[src/rtl/pulse_meas_pkg.sv]
// Shared types and constants for the pulse width meter: FSM states, record layout, defaults.
package pulse_meas_pkg;

  typedef enum logic [1:0] {
    WAIT_LOW = 2'd0,
    IDLE     = 2'd1,
    MEAS     = 2'd2
  } meas_state_t;

  localparam int REC_W       = 4;
  localparam int DEF_MAX_LEN = 6;
  localparam int DEF_DEPTH   = 4;

  localparam int REC_ERR_POS = 3;
  localparam int REC_LEN_LSB = 0;
  localparam int REC_LEN_W   = 3;

  localparam logic [REC_LEN_W-1:0] CNT_MAX = 3'd7;

endpackage

[src/rtl/pulse_fifo.sv]
// Show-ahead FIFO; dout reads as zero while empty so the head is well defined after reset.
module pulse_fifo
  import pulse_meas_pkg::*;
#(
  parameter int WIDTH = REC_W,
  parameter int DEPTH = DEF_DEPTH
) (
  input  logic                     clk,
  input  logic                     rst_,
  input  logic                     push,
  input  logic                     pop,
  input  logic [WIDTH-1:0]         din,
  output logic [WIDTH-1:0]         dout,
  output logic                     empty,
  output logic                     full,
  output logic [$clog2(DEPTH):0]   level
);

  localparam int AW = $clog2(DEPTH);
  localparam int LW = AW + 1;

  logic [WIDTH-1:0] mem [DEPTH];
  logic [AW-1:0]    wr_ptr;
  logic [AW-1:0]    rd_ptr;
  logic             do_push;
  logic             do_pop;

  assign empty   = (level == '0);
  assign full    = (level == LW'(DEPTH));
  assign do_pop  = pop && !empty;
  // A pop frees the slot in the same cycle, so a full FIFO still takes a concurrent push.
  assign do_push = push && (!full || do_pop);
  assign dout    = empty ? '0 : mem[rd_ptr];

  always_ff @(posedge clk) begin
    if (do_push) begin
      mem[wr_ptr] <= din;
    end
  end

  always_ff @(posedge clk) begin
    if (!rst_) begin
      wr_ptr <= '0;
      rd_ptr <= '0;
      level  <= '0;
    end else begin
      if (do_push) wr_ptr <= wr_ptr + AW'(1);
      if (do_pop)  rd_ptr <= rd_ptr + AW'(1);
      case ({do_push, do_pop})
        2'b10:   level <= level + LW'(1);
        2'b01:   level <= level - LW'(1);
        default: level <= level;
      endcase
    end
  end

endmodule

[src/rtl/pulse_width_meter.sv]
// Measures high-pulse widths on `in` and queues {err, len} records for a ready/valid consumer.
//   state    | meaning
//   WAIT_LOW | arming; a pulse already high at reset release is ignored
//   IDLE     | waiting for a pulse
//   MEAS     | counting a pulse
module pulse_width_meter
  import pulse_meas_pkg::*;
#(
  parameter int MAX_LEN = DEF_MAX_LEN,
  parameter int DEPTH   = DEF_DEPTH
) (
  input  logic                   clk,
  input  logic                   rst_,
  input  logic                   in,
  output logic [REC_W-1:0]       len_data,
  output logic                   len_valid,
  input  logic                   len_ready,
  output logic [$clog2(DEPTH):0] level,
  output logic                   overflow
);

  meas_state_t          state;
  meas_state_t          state_next;
  logic [REC_LEN_W-1:0] cnt;
  logic [REC_LEN_W-1:0] cnt_next;
  logic                 push;
  logic [REC_W-1:0]     rec;
  logic                 pop;
  logic                 empty;
  logic                 full;

  always_ff @(posedge clk) begin
    if (!rst_) begin
      state <= WAIT_LOW;
      cnt   <= '0;
    end else begin
      state <= state_next;
      cnt   <= cnt_next;
    end
  end

  always_comb begin
    state_next = state;
    cnt_next   = cnt;
    case (state)
      WAIT_LOW: if (!in) state_next = IDLE;
      IDLE: begin
        if (in) begin
          state_next = MEAS;
          cnt_next   = 3'd1;
        end
      end
      MEAS: begin
        if (in) begin
          cnt_next = (cnt == CNT_MAX) ? cnt : cnt + 3'd1;
        end else begin
          state_next = IDLE;
        end
      end
      default: state_next = WAIT_LOW;
    endcase
  end

  always_comb begin
    push = 1'b0;
    rec  = '0;
    if (state == MEAS && !in) begin
      push = 1'b1;
      rec[REC_ERR_POS] = (int'(cnt) > MAX_LEN);
      rec[REC_LEN_LSB +: REC_LEN_W] = cnt;
    end
  end

  assign len_valid = !empty;
  assign pop       = len_valid && len_ready;

  always_ff @(posedge clk) begin
    if (!rst_) begin
      overflow <= 1'b0;
    end else if (push && full && !pop) begin
      overflow <= 1'b1;
    end
  end

  pulse_fifo #(
    .WIDTH (REC_W),
    .DEPTH (DEPTH)
  ) u_fifo (
    .clk   (clk),
    .rst_  (rst_),
    .push  (push),
    .pop   (pop),
    .din   (rec),
    .dout  (len_data),
    .empty (empty),
    .full  (full),
    .level (level)
  );

endmodule

[config.mk]
export PLATFORM = sky130hd
export DESIGN_NAME = pulse_width_meter
export DESIGN_NICKNAME = d
export VERILOG_FILES = /design/src/rtl/pulse_meas_pkg.sv /design/src/rtl/pulse_fifo.sv /design/src/rtl/pulse_width_meter.sv
export SDC_FILE = /design/constraint.sdc
export NUM_CORES = 1
export LEC_CHECK = 0
export ABC_CLOCK_PERIOD_IN_PS = 2700
export CORE_MARGIN = 2
export CORE_UTILIZATION = 56
export CTS_CLUSTER_DIAMETER = 50
export DETAILED_ROUTE_END_ITERATION = 10
export HOLD_SLACK_MARGIN = 0.03
export PLACE_DENSITY_LB_ADDON = 0.25
export SYNTH_ARGS = -nofsm -noshare
export SYNTH_HDL_FRONTEND = slang
export SYNTH_SLANG_ARGS = --single-unit
[constraint.sdc]
create_clock -name clk -period 2.7 [get_ports clk]
set_clock_uncertainty 0.15 [all_clocks]
set_input_delay 0.405 -clock clk [delete_from_list [all_inputs] [get_ports clk]]
set_output_delay 0.405 -clock clk [all_outputs]
set_load 0.02 [all_outputs]
==> results of run 1 <==
-- cell type report --
| class | instances | area [um2] |
|---|---|---|
| sequential | 31 | 782 |
| timing repair buffer | 13 | 128 |
| inverter | 10 | 37.5 |
| multi-input combinational | 69 | 623 |
| tap | 30 | 37.5 |
| fill | 188 | 801 |
| clock buffer | 8 | 68.8 |
-- Yosys cell counts, types with 2 or more instances --
cell type / count / share of area, %
nor3_1: 2 / 0.68
a21oi_1: 3 / 1.0
nand2_1: 4 / 1.0
nor3b_1: 2 / 1.0
dfxtp_1: 15 / 20
nor2_1: 8 / 2.0
inv_1: 9 / 2.3
mux2i_1: 6 / 4.1
buf_4: 2 / 1.0
mux4_2: 4 / 6.1
edfxtp_1: 16 / 33
o21ai_0: 2 / 0.68
and2_2: 7 / 3.6
xnor2_1: 2 / 1.2
ha_1: 7 / 6.0
nor2b_1: 5 / 2.1
-- cell families (layout without fill, tap and decap cells) --
group                      Yosys count  in the layout  share of synthesized area, %
AOI/OAI and AO/OA                   10             10                          6.05
xor gates and xnor gates             3              3                          1.79
adders and majority gates            8              8                          7.33
buffers and inverters               13             31                          4.35
DFF                                 31             31                          53.2
muxes                               10             10                          10.2
and+or+nand+nor                     38             38                          17.1
-- cell usage in the layout, fill, tap and decap left out, drive strengths merged, types with 2 or more instances in the layout --
cell type	Yosys	layout
mux4	4	4
nor2	8	8
nand2	4	4
xnor2	2	2
mux2i	6	6
edfxtp	16	16
dfxtp	15	15
nor2b	5	5
and3b	2	2
o21ai	3	3
nor3	2	2
ha	7	7
inv	9	9
and2	7	7
nor3b	3	3
a21oi	4	4
clkdlybuf4s50	0	12
clkbuf	0	8
-- metal layers --
layer | vias to the layer above | GRT usage, % | wire length (um)
li1 | 429 | - | -
met5 | - | 0 | 0
met3 | 5 | 5.65 | 73
met4 | 0 | 6.10 | 23
met1 | 399 | 21.3 | 987
met2 | 18 | 32.3 | 1190
-- worst max-delay path, stage by stage, from the launching register on --
cell	delay (ps)
dfxtp_2	410
mux4_2	510
nor2b_1	140
clkdlybuf4s50_1	560
-- registers in the layout (all words and copies together) (netlist names), named ones only --
signal and flops:
state 2, u_fifo.mem 16, overflow 1, cnt 3, u_fifo.level 3, u_fifo.rd_ptr 2
u_fifo.wr_ptr 2
-- how the worst max path moves through the flow --
| stage | startpoint | to | cells after the start |
|---|---|---|---|
| 5_1_grt | u_fifo.level[0] | len_data[3] | 3 |
| 6_report | register | len_data[3] | 3 |
| 3_3_place_gp | len_ready | u_fifo.level[2] | 9 |
| 4_1_cts | register | len_data[3] | 3 |
| 2_1_floorplan | u_fifo.level[0] | u_fifo.level[2] | 8 |
| 3_5_place_dp | len_ready | u_fifo.level[2] | 9 |
-- where the power goes --
part           internal [mW]  leakage [nW]  switching, mW
clock network          0.153        0.0386          0.143
registers              0.516         0.275         0.0355
logic                  0.144         0.332          0.128
total                  0.813         0.645          0.306
-- what timing repair did --
item | 4_1_cts | 5_1_grt
gates resized for setup | 0 | 1
endpoints found under the setup margin | 0 | 1
hold endpoints to repair | 0 | 0
==> results.sh, run 1 <==
export IMPL_drt_vias_per_instance=5.29
export IMPL_async_reset_ff_share_pct=0
export IMPL_wire_per_inst_um=14.1
export IMPL_route_detailed_drc=0
export IMPL_syn_nets=125
export IMPL_power_leakage_nw=0.645
export IMPL_cts_root_buffer="clkbuf_4"
export IMPL_tns_ps=0
export IMPL_r2r_end="u_fifo.level[2]"
export IMPL_worstSetupPathType="reg -> out"
export IMPL_fin_total_pwr_mw=1.12
export IMPL_start_util_pct=59.2
export IMPL_yosys_warnings=0
export IMPL_initialDrtViolationCount=7
export IMPL_n_antenna_cell=0
export IMPL_critPathArrivalTime_ps=1910
export IMPL_setup_ws_ps=233
export IMPL_min_path_cells=2
export IMPL_dp_hpwl_um=1790
export IMPL_status="complete, no violations"
export IMPL_io_buffers=12
export IMPL_synth_seq_cells=31
export IMPL_synth_edf_count=16
export IMPL_rsz0062_at_grt="no"
export IMPL_setup_viol=0
export IMPL_slew_viol_final=0
export IMPL_r2r_worst_path_cells=8
export IMPL_min_to="overflow"
export IMPL_die_height_um=55.2
export IMPL_r2r_slack_ps=580
export IMPL_crit_path_end_kind="primary output"
export IMPL_min_period_over_period_pct=91.4
export IMPL_io_pins=13
export IMPL_first_global_vias=842
export IMPL_cts_tree="yes"
export IMPL_overflow=0
export IMPL_layout_drive_gt1_share_pct=21.4
export IMPL_fin_util_pct=67.7
export IMPL_hold_viol_final=0
export IMPL_cts_inserted_buffers=5
export IMPL_htree_levels=2
export IMPL_row_count=18
export IMPL_clockBufferDepth=2
export IMPL_cts_sinks=31
export IMPL_wl_um=2270
export IMPL_post_cts_buffers=0
export IMPL_syn_avg_cell_area_um2=13.0
export IMPL_dieArea_mm2=0.00305
export IMPL_worstPathRequired_ps=2140
export IMPL_clk_pin_slew_ps=100
export IMPL_dr_pass1_iters=4
export IMPL_dp_cells=153
export IMPL_grt_pass1_wl_um=3820
export IMPL_yosysSeqAreaShare_pct=53.2
export IMPL_place_congestion=0.726
export IMPL_synthCells=113
export IMPL_worstPathMaxFanout=4
export IMPL_nets=142
export IMPL_reg2reg_from="u_fifo.level[0]"
export IMPL_min_period_ps=2470
export IMPL_whs_ps=350
export IMPL_worst_pin_slew_ps=567
export IMPL_vias=851
export IMPL_p_per_area_mw_per_mm2=667
export IMPL_clk_insertion_delay_late_ps=310
export IMPL_dpl_cell_area_mm2=0.00161
export IMPL_area_delta_synth_final_pct=14.2
export IMPL_drv_cap=0
export IMPL_max_freq_mhz=405
export IMPL_post_place_ws_ps=141
export IMPL_hold_path_class="reg -> reg"
export IMPL_ir_drop_mv=0.433
export IMPL_ys_flop_type="edfxtp_1"
export IMPL_stdcell_area_mm2=0.00168
export IMPL_die_w_um=55.2
export IMPL_instances_no_fill=161
export IMPL_cts_hold_buf=0
export IMPL_grt_max_degree=10
export IMPL_grt_total_usage_pct=18.4
export IMPL_syn_area_mm2=0.00147
export IMPL_worst_setup_path_start_kind="register"
export IMPL_synthDistinctLibCells=35
export IMPL_holdCritStartpoint="overflow"
export IMPL_slew_headroom_pct=61.9
export IMPL_ant_nets=0
export IMPL_core_area_mm2=0.00248
export IMPL_grt_antenna_before_repair=0
Note: power is estimated with default switching activity, not from simulation.
==> inputs of run 2 (changes only) <==
--- a/config.mk
+++ b/config.mk
@@ -6,6 +6,7 @@
 export NUM_CORES = 1
 export LEC_CHECK = 0
 export ABC_CLOCK_PERIOD_IN_PS = 2700
+export CORE_ASPECT_RATIO = 1.25
 export CORE_MARGIN = 2
 export CORE_UTILIZATION = 56
 export CTS_CLUSTER_DIAMETER = 50
==> run 2 against run 1 <==
Net effect: non-clock buffer count increased by 1; via count increased by 1.1%; largest cell class unchanged; critical path depth unchanged; power increased by 14%; final area increased by 2.8%; critical endpoint is now len_data[2]; combinational power decreased by 1%; cell count increased by 2.5%; global-route usage decreased by 0.69 points; highest routed layer unchanged.
==> results.sh, run 2 (synthesis results as in run 1) <==
export IMPL_status="complete, no violations"
export IMPL_largest_reg_flops=16
export IMPL_largestRegisters="u_fifo.mem (16), cnt (3), u_fifo.level (3)"
export IMPL_p_per_area_mw_per_mm2=738
export IMPL_rsz0062_at_grt="no"
export IMPL_cts_sinks=31
export IMPL_initialDrtViolationCount=16
export IMPL_hold_viol_final=0
export IMPL_critPathArrivalTime_ps=1970
export IMPL_mostFrequentLayoutCells="edfxtp_1 (16), dfxtp_1 (14), clkdlybuf4s50_1 (12), inv_1 (9), nor2_1 (8)"
export IMPL_grt_pass1_wl_um=3730
export IMPL_area_delta_synth_final_pct=17.5
export IMPL_p_comb_share_pct=21.0
export IMPL_grt_max_degree=12
export IMPL_place_congestion=0.699
export IMPL_route_detailed_drc=0
export IMPL_worstSetupPathType="reg -> out"
export IMPL_setup_viol=0
export IMPL_multi_input_area_um2=623
export IMPL_cts_inserted_buffers=5
export IMPL_slew_viol_final=0
export IMPL_worst_setup_path_start_kind="register"
export IMPL_drt_vias_per_instance=5.21
export IMPL_hold_path_class="reg -> reg"
export IMPL_seqCellArea_um2=782
export IMPL_overflow=0
export IMPL_dr_pass1_iters=4
export IMPL_power_share_switching_pct=25.7
export IMPL_worstPathRequired_ps=2140
export IMPL_grt_antenna_before_repair=0
export IMPL_ant_nets=0
export IMPL_clockBufferDepth=2
export IMPL_core_area_mm2=0.00245
export IMPL_start_util_pct=59.8
export IMPL_vias=860
export IMPL_power_leakage_nw=0.663
export IMPL_io_buffers=12
export IMPL_cts_tree="yes"
export IMPL_mostFrequentLayoutCell="edfxtp_1"
export IMPL_largest_register="u_fifo.mem"
export IMPL_nets=143
export IMPL_p_seq_share_pct=43.5
export IMPL_p_int_mw=0.945
export IMPL_drv_cap=0
export IMPL_layout_drive_gt1_share_pct=22.7
export IMPL_min_period_over_period_pct=93.6
export IMPL_p_switching_mw=0.327
export IMPL_die_w_um=49.8
export IMPL_wl_um=2330
export IMPL_p_clk_share_pct=35.6
export IMPL_worst_pin_slew_ps=557
export IMPL_clk_pin_slew_ps=100
export IMPL_grt_total_usage_pct=17.7
export IMPL_min_period_ps=2530
export IMPL_clk_insertion_delay_late_ps=340
export IMPL_wire_per_inst_um=14.1
export IMPL_io_pins=13
export IMPL_first_global_vias=818
export IMPL_die_height_um=61.2
export IMPL_nFillCells=194
export IMPL_worstPathMaxFanout=4
export IMPL_tns_ps=0
export IMPL_row_count=20
export IMPL_crit_path_end_kind="primary output"
export IMPL_n_antenna_cell=0
export IMPL_max_freq_mhz=396
export IMPL_dieArea_mm2=0.00305
export IMPL_cts_root_buffer="clkbuf_4"
export IMPL_fin_total_pwr_mw=1.27
export IMPL_dp_hpwl_um=1680
export IMPL_slew_headroom_pct=62.6
export IMPL_ir_drop_mv=0.579
export IMPL_htree_levels=2
[run 2: worst max-delay path, cell delays in order (launching register included)]
cell and delay [ps]:
dfxtp_2 420, mux4_2 520, nor2b_1 140, clkdlybuf4s50_1 560
[run 2: worst paths after layout]
kind                            cells past startpoint  slack (ps)             from               to
worst max-delay path                                3         170         register      len_data[2]
worst min-delay path                                2         340         overflow         overflow
worst max register to register                      8         630  u_fifo.level[0]  u_fifo.level[2]
worst min register to register                      2         340         overflow         overflow
[run 2: area by class of cell]
cell class                      instances  share of cell area (%)
Clock buffer                            5                    2.18
Multi-Input combinational cell         69                    36.1
Tap cell                               33                    2.39
Timing Repair Buffer                   14                    7.84
Inverter                               10                    2.18
Sequential cell                        31                    45.4
Clock inverter                          3                    3.92
[run 2: power by group through the flow]
stage | registers, mW | logic (mW) | clock network, mW
2_1_floorplan | 0.562 | 0.176 | 0
3_3_place_gp | 0.562 | 0.262 | 0
3_5_place_dp | 0.564 | 0.267 | 0
4_1_cts | 0.553 | 0.269 | 0.462
5_1_grt | 0.560 | 0.288 | 0.484
6_report | 0.553 | 0.267 | 0.452
[run 2: routing by layer]
layer	global-route usage (%)	share of wire, %	vias to the layer above
met5	0	0	-
met4	8.33	2.2	0
met3	6.55	3.6	7
met2	32.2	53	13
met1	18.5	41	411
li1	-	-	429
[run 2: through the flow]
step / instances / utilization [%] / worst slack (ps) / hold WS, ps / area [um2]
after global placement: 157 / 66.0 / 264 / 309 / 1620
final: 165 / 70.3 / 173 / 343 / 1720
after CTS: 165 / 70.3 / 23.4 / 358 / 1720
after global routing: 165 / 70.3 / 67.2 / 392 / 1720
after floorplan: 113 / - / 665 / 310 / 1470
after detailed placement: 157 / 66.0 / 172 / 336 / 1620
[run 2: timing repair]
action	CTS	global route
hold buffers	0	0
endpoints found under the setup margin	0	4
gates resized for setup	0	1
buffers inserted	0	0
hold endpoints to repair	0	0
